===== src/rtl/rv32i_control_fsm_if.sv =====
// rv32i_control_fsm_if: sequencer bus bundle for the minimal RV32I core.
// master = control FSM, slave = datapath/memory side.
interface rv32i_control_fsm_if #(
   parameter int CNT_W = 32
);
   logic             imem_req;
   logic             imem_ack;
   logic             ir_we;
   logic [9:0]       op_class;
   logic             branch_taken;
   logic             dmem_req;
   logic             dmem_we;
   logic             dmem_ack;
   logic             pc_we;
   logic [1:0]       pc_sel;
   logic             alu_a_sel;
   logic             alu_b_sel;
   logic             rf_we;
   logic [1:0]       wb_sel;
   logic             trap;
   logic [1:0]       trap_cause;
   logic [CNT_W-1:0] instret;
   logic [2:0]       state;
   modport master (
      input  imem_ack, op_class, branch_taken, dmem_ack,
      output imem_req, ir_we, dmem_req, dmem_we, pc_we, pc_sel, alu_a_sel, alu_b_sel,
             rf_we, wb_sel, trap, trap_cause, instret, state
   );
   modport slave (
      output imem_ack, op_class, branch_taken, dmem_ack,
      input  imem_req, ir_we, dmem_req, dmem_we, pc_we, pc_sel, alu_a_sel, alu_b_sel,
             rf_we, wb_sel, trap, trap_cause, instret, state
   );
endinterface


===== src/rtl/rv32i_control_fsm.sv =====
// rv32i_control_fsm: multi-cycle fetch/decode/execute/mem/writeback sequencer
// with retired-instruction counter and sticky trap on illegal opcode or bus timeout.
module rv32i_control_fsm #(
   parameter int TIMEOUT = 16,
   parameter int CNT_W   = 32
) (
   input logic                 clk,
   input logic                 rst,
   rv32i_control_fsm_if.master bus
);
   localparam int TW = $clog2(TIMEOUT);
   typedef enum logic [2:0] {
      S_FETCH  = 3'd0,
      S_DECODE = 3'd1,
      S_EXEC   = 3'd2,
      S_MEM    = 3'd3,
      S_WB     = 3'd4,
      S_TRAP   = 3'd5
   } state_t;
   state_t           r_state, w_next;
   logic [9:0]       r_cls;
   logic [TW-1:0]    r_tmo;
   logic [CNT_W-1:0] r_instret;
   logic [1:0]       r_cause, w_cause;
   logic             w_retire, w_ack, w_expired, w_wbcls;
   logic             w_f, w_e, w_m, w_w, w_alu;
   logic             w_fn, w_st, w_ld, w_ralu, w_ialu, w_auipc, w_lui, w_jal, w_jalr, w_br;
   assign {w_fn, w_st, w_ld, w_ralu, w_ialu, w_auipc, w_lui, w_jal, w_jalr, w_br} = r_cls;
   assign w_wbcls   = w_ralu || w_ialu || w_lui || w_auipc || w_jal || w_jalr;
   assign w_ack     = (r_state == S_FETCH && bus.imem_ack) || (r_state == S_MEM && bus.dmem_ack);
   assign w_expired = r_tmo == TW'(TIMEOUT - 1);
   always_ff @(posedge clk or posedge rst) begin
      if (rst) begin
         r_state   <= S_FETCH;
         r_cls     <= '0;
         r_tmo     <= '0;
         r_instret <= '0;
         r_cause   <= 2'd0;
      end else begin
         r_state <= w_next;
         if (r_state == S_DECODE) r_cls <= bus.op_class;
         r_tmo <= (w_next != r_state || w_ack || !(r_state == S_FETCH || r_state == S_MEM)) ? '0 : r_tmo + 1'b1;
         if (w_retire) r_instret <= r_instret + 1'b1;
         if (w_cause != 2'd0) r_cause <= w_cause;
      end
   end
   // an ack in the limit cycle is checked first, so it wins over the timeout
   always_comb begin
      w_next   = r_state;
      w_retire = 1'b0;
      w_cause  = 2'd0;
      case (r_state)
         S_FETCH: begin
            if (bus.imem_ack) w_next = S_DECODE;
            else if (w_expired) begin
               w_next  = S_TRAP;
               w_cause = 2'd2;
            end
         end
         S_DECODE: begin
            w_next  = $onehot(bus.op_class) ? S_EXEC : S_TRAP;
            w_cause = $onehot(bus.op_class) ? 2'd0 : 2'd1;
         end
         S_EXEC: begin
            w_next   = (w_ld || w_st) ? S_MEM : w_wbcls ? S_WB : S_FETCH;
            w_retire = !(w_ld || w_st || w_wbcls);
         end
         S_MEM: begin
            if (bus.dmem_ack) begin
               w_next   = w_st ? S_FETCH : S_WB;
               w_retire = w_st;
            end else if (w_expired) begin
               w_next  = S_TRAP;
               w_cause = 2'd3;
            end
         end
         S_WB: begin
            w_next   = S_FETCH;
            w_retire = 1'b1;
         end
         default: w_next = r_state;
      endcase
   end
   assign w_f   = !rst && r_state == S_FETCH;
   assign w_e   = !rst && r_state == S_EXEC;
   assign w_m   = !rst && r_state == S_MEM;
   assign w_w   = !rst && r_state == S_WB;
   assign w_alu = w_e || w_m || w_w;
   always_comb begin
      bus.imem_req   = w_f;
      bus.ir_we      = w_f && bus.imem_ack;
      bus.dmem_req   = w_m;
      bus.dmem_we    = w_m && w_st;
      bus.pc_we      = (w_e && (w_br || w_fn)) || (w_m && bus.dmem_ack && w_st) || w_w;
      bus.pc_sel     = ((w_e && w_br && bus.branch_taken) || (w_w && w_jal)) ? 2'd1 :
                       (w_w && w_jalr) ? 2'd2 : 2'd0;
      bus.alu_a_sel  = w_alu && (w_auipc || w_jal);
      bus.alu_b_sel  = w_alu && (w_ialu || w_ld || w_st || w_jalr || w_auipc || w_jal);
      bus.rf_we      = w_w;
      bus.wb_sel     = !w_w ? 2'd0 : w_ld ? 2'd1 : (w_jal || w_jalr) ? 2'd2 : w_lui ? 2'd3 : 2'd0;
      bus.trap       = !rst && r_state == S_TRAP;
      bus.trap_cause = r_cause;
      bus.instret    = r_instret;
      bus.state      = r_state;
   end
endmodule


===== src/flat_wrapper.sv =====
// flat-port wrapper written by rule: the top's interface ports become plain ports
module rv32i_control_fsm_flat 
#(
   parameter int TIMEOUT = 16,
   parameter int CNT_W   = 32
)
  (clk, rst, bus_imem_ack, bus_op_class, bus_branch_taken, bus_dmem_ack, bus_imem_req, bus_ir_we, bus_dmem_req, bus_dmem_we, bus_pc_we, bus_pc_sel, bus_alu_a_sel, bus_alu_b_sel, bus_rf_we, bus_wb_sel, bus_trap, bus_trap_cause, bus_instret, bus_state);
  rv32i_control_fsm_if #(.CNT_W(CNT_W)) bus_i ();
  input logic clk;
  input logic rst;
  input wire logic [$bits(bus_i.imem_ack)-1:0] bus_imem_ack;
  input wire logic [$bits(bus_i.op_class)-1:0] bus_op_class;
  input wire logic [$bits(bus_i.branch_taken)-1:0] bus_branch_taken;
  input wire logic [$bits(bus_i.dmem_ack)-1:0] bus_dmem_ack;
  output wire logic [$bits(bus_i.imem_req)-1:0] bus_imem_req;
  output wire logic [$bits(bus_i.ir_we)-1:0] bus_ir_we;
  output wire logic [$bits(bus_i.dmem_req)-1:0] bus_dmem_req;
  output wire logic [$bits(bus_i.dmem_we)-1:0] bus_dmem_we;
  output wire logic [$bits(bus_i.pc_we)-1:0] bus_pc_we;
  output wire logic [$bits(bus_i.pc_sel)-1:0] bus_pc_sel;
  output wire logic [$bits(bus_i.alu_a_sel)-1:0] bus_alu_a_sel;
  output wire logic [$bits(bus_i.alu_b_sel)-1:0] bus_alu_b_sel;
  output wire logic [$bits(bus_i.rf_we)-1:0] bus_rf_we;
  output wire logic [$bits(bus_i.wb_sel)-1:0] bus_wb_sel;
  output wire logic [$bits(bus_i.trap)-1:0] bus_trap;
  output wire logic [$bits(bus_i.trap_cause)-1:0] bus_trap_cause;
  output wire logic [$bits(bus_i.instret)-1:0] bus_instret;
  output wire logic [$bits(bus_i.state)-1:0] bus_state;
  assign bus_i.imem_ack = bus_imem_ack;
  assign bus_i.op_class = bus_op_class;
  assign bus_i.branch_taken = bus_branch_taken;
  assign bus_i.dmem_ack = bus_dmem_ack;
  assign bus_imem_req = bus_i.imem_req;
  assign bus_ir_we = bus_i.ir_we;
  assign bus_dmem_req = bus_i.dmem_req;
  assign bus_dmem_we = bus_i.dmem_we;
  assign bus_pc_we = bus_i.pc_we;
  assign bus_pc_sel = bus_i.pc_sel;
  assign bus_alu_a_sel = bus_i.alu_a_sel;
  assign bus_alu_b_sel = bus_i.alu_b_sel;
  assign bus_rf_we = bus_i.rf_we;
  assign bus_wb_sel = bus_i.wb_sel;
  assign bus_trap = bus_i.trap;
  assign bus_trap_cause = bus_i.trap_cause;
  assign bus_instret = bus_i.instret;
  assign bus_state = bus_i.state;
  rv32i_control_fsm #(.TIMEOUT(TIMEOUT), .CNT_W(CNT_W)) u_core (.clk(clk), .rst(rst), .bus(bus_i));
endmodule

===== config.mk =====
export PLATFORM = sky130hd
export DESIGN_NAME = rv32i_control_fsm_flat
export DESIGN_NICKNAME = d
export VERILOG_FILES = /design/src/rtl/rv32i_control_fsm_if.sv /design/src/rtl/rv32i_control_fsm.sv /design/src/flat_wrapper.sv
export SDC_FILE = /design/constraint.sdc
export NUM_CORES = 1
export LEC_CHECK = 0
export BUFFER_PORTS_ARGS = -buffer_cell sky130_fd_sc_hd__buf_2
export CAP_MARGIN = 0
export CORE_ASPECT_RATIO = 0.5
export CORE_MARGIN = 5
export CORE_UTILIZATION = 55
export CTS_CLUSTER_SIZE = 8
export DETAILED_ROUTE_END_ITERATION = 10
export PLACE_DENSITY = 0.81
export SETUP_SLACK_MARGIN = 0.1
export SLEW_MARGIN = 20
export SYNTH_ARGS = -nofsm -noshare
export SYNTH_HDL_FRONTEND = slang
export SYNTH_SLANG_ARGS = --single-unit

===== constraint.sdc =====
create_clock -name clk -period 7.05 [get_ports clk]
set_input_delay 2.115 -clock clk [delete_from_list [all_inputs] [get_ports clk]]
set_output_delay 2.115 -clock clk [all_outputs]
set_load 0.02 [all_outputs]

==> flow_metrics.env <==
export IMPL_outcome="finished clean"
export IMPL_synth_edf_count=0
export IMPL_syn_inst=267
export IMPL_grt_pass1_vias=2247
export IMPL_slew_violations=0
export IMPL_ff_latch_area_sq_um=1280
export IMPL_fin_worst_skew_ns=0.0102
export IMPL_crit_path_end="bus_dmem_we"
export IMPL_die_h_um=61.1
export IMPL_finalCritPeriodShare_pct=76.8
export IMPL_hpwl_mm=4.75
export IMPL_cts_buffers=5
export IMPL_syn_to_final_growth_pct=17.7
export IMPL_gp_congestion=0.761
export IMPL_timing_setup_tns_ns=0
export IMPL_crit_fanout=53
export IMPL_synth_area_per_cell_sq_um=10.7
export IMPL_multi_input_area_sq_um=1500
export IMPL_die_area_sq_um=6850
export IMPL_critical_path_cell_chain="buf_2 -> inv_2 -> buf_4 -> and3_1 -> buf_2"
export IMPL_cts_max_level=2
export IMPL_async_flop_share_pct=100
export IMPL_cts_clk_slew_worst_paths_ns=0.10
export IMPL_clock_sinks=51
export IMPL_worst_pin_slew_ns=0.892
export IMPL_crit_path_end_kind="output port"
export IMPL_core_sq_um=4980
export IMPL_rows=18
export IMPL_peakVddDrop_uv=116
export IMPL_nNetsFinal=364
export IMPL_rsz0062_at_grt="false"
export IMPL_final_area_sq_um=3380
export IMPL_power_density_nw_per_um2=176
export IMPL_hold_path_class="reg -> reg"
export IMPL_fp_dieW_um=112
export IMPL_ys_seq_elements=51
export IMPL_fillers=399
export IMPL_drt_initial_drc_count=118
export IMPL_grt_pass1_wl_mm=10.6
export IMPL_drive_above_1_share_pct=29.9
export IMPL_critical_path_slowest_cell="buf_4"
export IMPL_worstReg2RegEnd="u_core.bus.instret[7]"
export IMPL_rr_startpoint="u_core.bus.state[2]"
export IMPL_detailroute_via_count=2208
export IMPL_synth_distinct_cells=52
export IMPL_slew_headroom_pct=40.3
export IMPL_hold_start="u_core.bus.instret[31]"
export IMPL_postPlaceCellArea_sq_um=3260
export IMPL_drt_pass1_iterations=4
export IMPL_cpMostUsedCell="buf_2"
export IMPL_start_util_pct=57.6
export IMPL_cts_tree="built"
export IMPL_cp_startpoint="rst"
export IMPL_required_ns=4.93
export IMPL_ctsRootBufferMaster="clkbuf_8"
export IMPL_wl_mm=6.19
export IMPL_slowest_delay_ns=0.52
export IMPL_cts_setup_buffers=0
export IMPL_antenna_found_initial=0
export IMPL_synth_area_sq_um=2870
export IMPL_grt_remaining_overflow=0
export IMPL_min_period_ns=5.41
export IMPL_path_buf_inv=4
export IMPL_critical_path_arrival_ns=3.30
export IMPL_crit_cells=5
export IMPL_wire_per_inst_um=15.3
export IMPL_drc=0
export IMPL_via_per_inst=5.45
export IMPL_grt_use_total_pct=19.4
export IMPL_setup_viol=0
export IMPL_io_pins=65
export IMPL_cp_start_kind="input port"
export IMPL_io_buffers=64
export IMPL_ys_warn_count=0
export IMPL_clk_path_buf_depth=2
export IMPL_diodes=0
export IMPL_rr_worst_depth=5
export IMPL_drt_antenna_violating_nets=0
export IMPL_cts_hold_buf=0
export IMPL_hold_viol_final=0
export IMPL_fmax_mhz=185
export IMPL_maxCapViolCount=0
export IMPL_ys_flop_type="dfrtp_1"
export IMPL_syn_nets=297
export IMPL_cts_resized=0
export IMPL_clkLatencyLatePin_ns=0.32
export IMPL_path_delay_family="buffers and inverters"
export IMPL_power_leakage_nw=1.68
export IMPL_crit_type="in -> out"
export IMPL_grt_max_degree=54
export IMPL_rrSetupSlack_ns=4.78
export IMPL_ys_seq_area_share_pct=44.5
-- stage by stage --
| stage | setup WS [ns] | total power (W) | hold slack (ns) | std cells | utilization [%] |
|---|---|---|---|---|---|
| global route | 1.48 | 0.000627 | 0.491 | 405 | 67.9 |
| global placement | 1.45 | 0.000384 | 0.448 | 397 | 65.5 |
| CTS | 1.60 | 0.000601 | 0.474 | 405 | 67.9 |
| floorplan | 0.809 | 0.000366 | 0.433 | 267 | - |
| detailed placement | 1.37 | 0.000390 | 0.457 | 397 | 65.5 |
| finish | 1.64 | 0.000595 | 0.473 | 405 | 67.9 |
-- where the power goes --
group | internal [W] | switching, W | leakage, nW
clock | 0.000108 | 0.000106 | 0.0587
combinational | 0.0000337 | 0.0000461 | 0.942
sequential | 0.000295 | 0.00000753 | 0.681
-- layout by cell type (no fill, tap or decap), drive strengths merged, types with 2 or more instances in the layout --
master	n
o21ai	5
a211oi	2
and2	3
o211ai	3
nand2b	2
fa	6
clkbuf	5
nor2	22
nand3b	2
a32oi	2
and4	6
nand3	15
dfrtp	51
ha	9
buf	65
or3	2
mux2	11
nor3	8
a32o	2
nor3b	3
a21oi	6
nand2	17
nand4	9
nor2b	3
xnor2	20
inv	20
nor4	2
xor2	13
and3	6
-- routing by layer --
layer | share of wire (%) | vias to the layer above | GRT usage, %
li1 | - | 1067 | -
met1 | 45 | 1060 | 25.5
met2 | 47 | 69 | 32.5
met3 | 6.6 | 12 | 4.51
met4 | 1.8 | 0 | 7.02
met5 | 0 | - | 0
-- sequential cells by signal, summed over array words and instances (netlist names) --
| signal | flops |
|---|---|
| u_core.bus.state | 3 |
| u_core.bus.trap_cause | 2 |
| u_core.bus.instret | 32 |
| u_core.r_cls | 10 |
| u_core.r_tmo | 4 |
-- cell families (layout without fill, tap and decap cells) --
group                    Yosys count  after routing  share of synthesized area, %
buffers and inverters             24             92                          3.27
AND/OR/NAND/NOR                  104            104                          21.3
AO/OA/AOI/OAI                     28             28                          8.11
multiplexers                      12             12                          4.67
flip-flops                        51             51                          44.5
XOR/XNOR                          33             33                          10.1
adder cells (fa/ha/maj)           15             15                          8.11
-- cell usage after synthesis (2+ instances only) --
library cell	number	area share [%]
inv_1	19	2.5
xor2_1	13	4.0
mux2_2	11	4.3
nand4_1	8	1.7
or3_1	2	0.44
xnor2_1	20	6.1
and3_1	5	1.1
dfrtp_1	51	44
nand2b_1	2	0.44
nor2_1	22	2.9
nand3_1	14	2.4
clkbuf_1	2	0.26
a32o_1	2	0.70
a21oi_2	2	0.61
nand2_1	17	2.2
nor3_1	7	1.2
a21oi_1	4	0.70
fa_1	6	4.2
nor2b_1	3	0.65
o21ai_0	5	0.87
nor3b_1	2	0.52
buf_2	3	0.52
ha_1	9	3.9
and2_1	3	0.65
o211ai_1	3	0.78
and4_1	5	1.5
nand3b_1	2	0.52
-- area by class of cell --
type	instances	share of cell area (%)
multi-input cells	192	44.4
flip-flops and latches	51	37.8
repair buffers	65	9.70
well taps	70	2.59
inverters	19	2.11
clock buffers	5	2.04
clock inverters	3	1.41
-- worst register-to-register path, stage by stage, from the launching register on --
cell,delay [ns]
dfrtp_1,0.76
and3b_1,0.32
a32oi_2,0.46
a21oi_2,0.20
and4_1,0.27
xor2_1,0.14
-- worst min path at each step --
stage / cells past startpoint / slack [ns] / end
4_1_cts: 1 / 0.47 / u_core.bus.instret[31]
6_report: 1 / 0.47 / u_core.bus.instret[31]
3_5_place_dp: 1 / 0.46 / u_core.bus.instret[31]
2_1_floorplan: 1 / 0.43 / u_core.r_tmo[0]
5_1_grt: 1 / 0.49 / u_core.bus.instret[31]
3_3_place_gp: 1 / 0.45 / u_core.r_tmo[0]
Power figures use the tool's default switching activity.
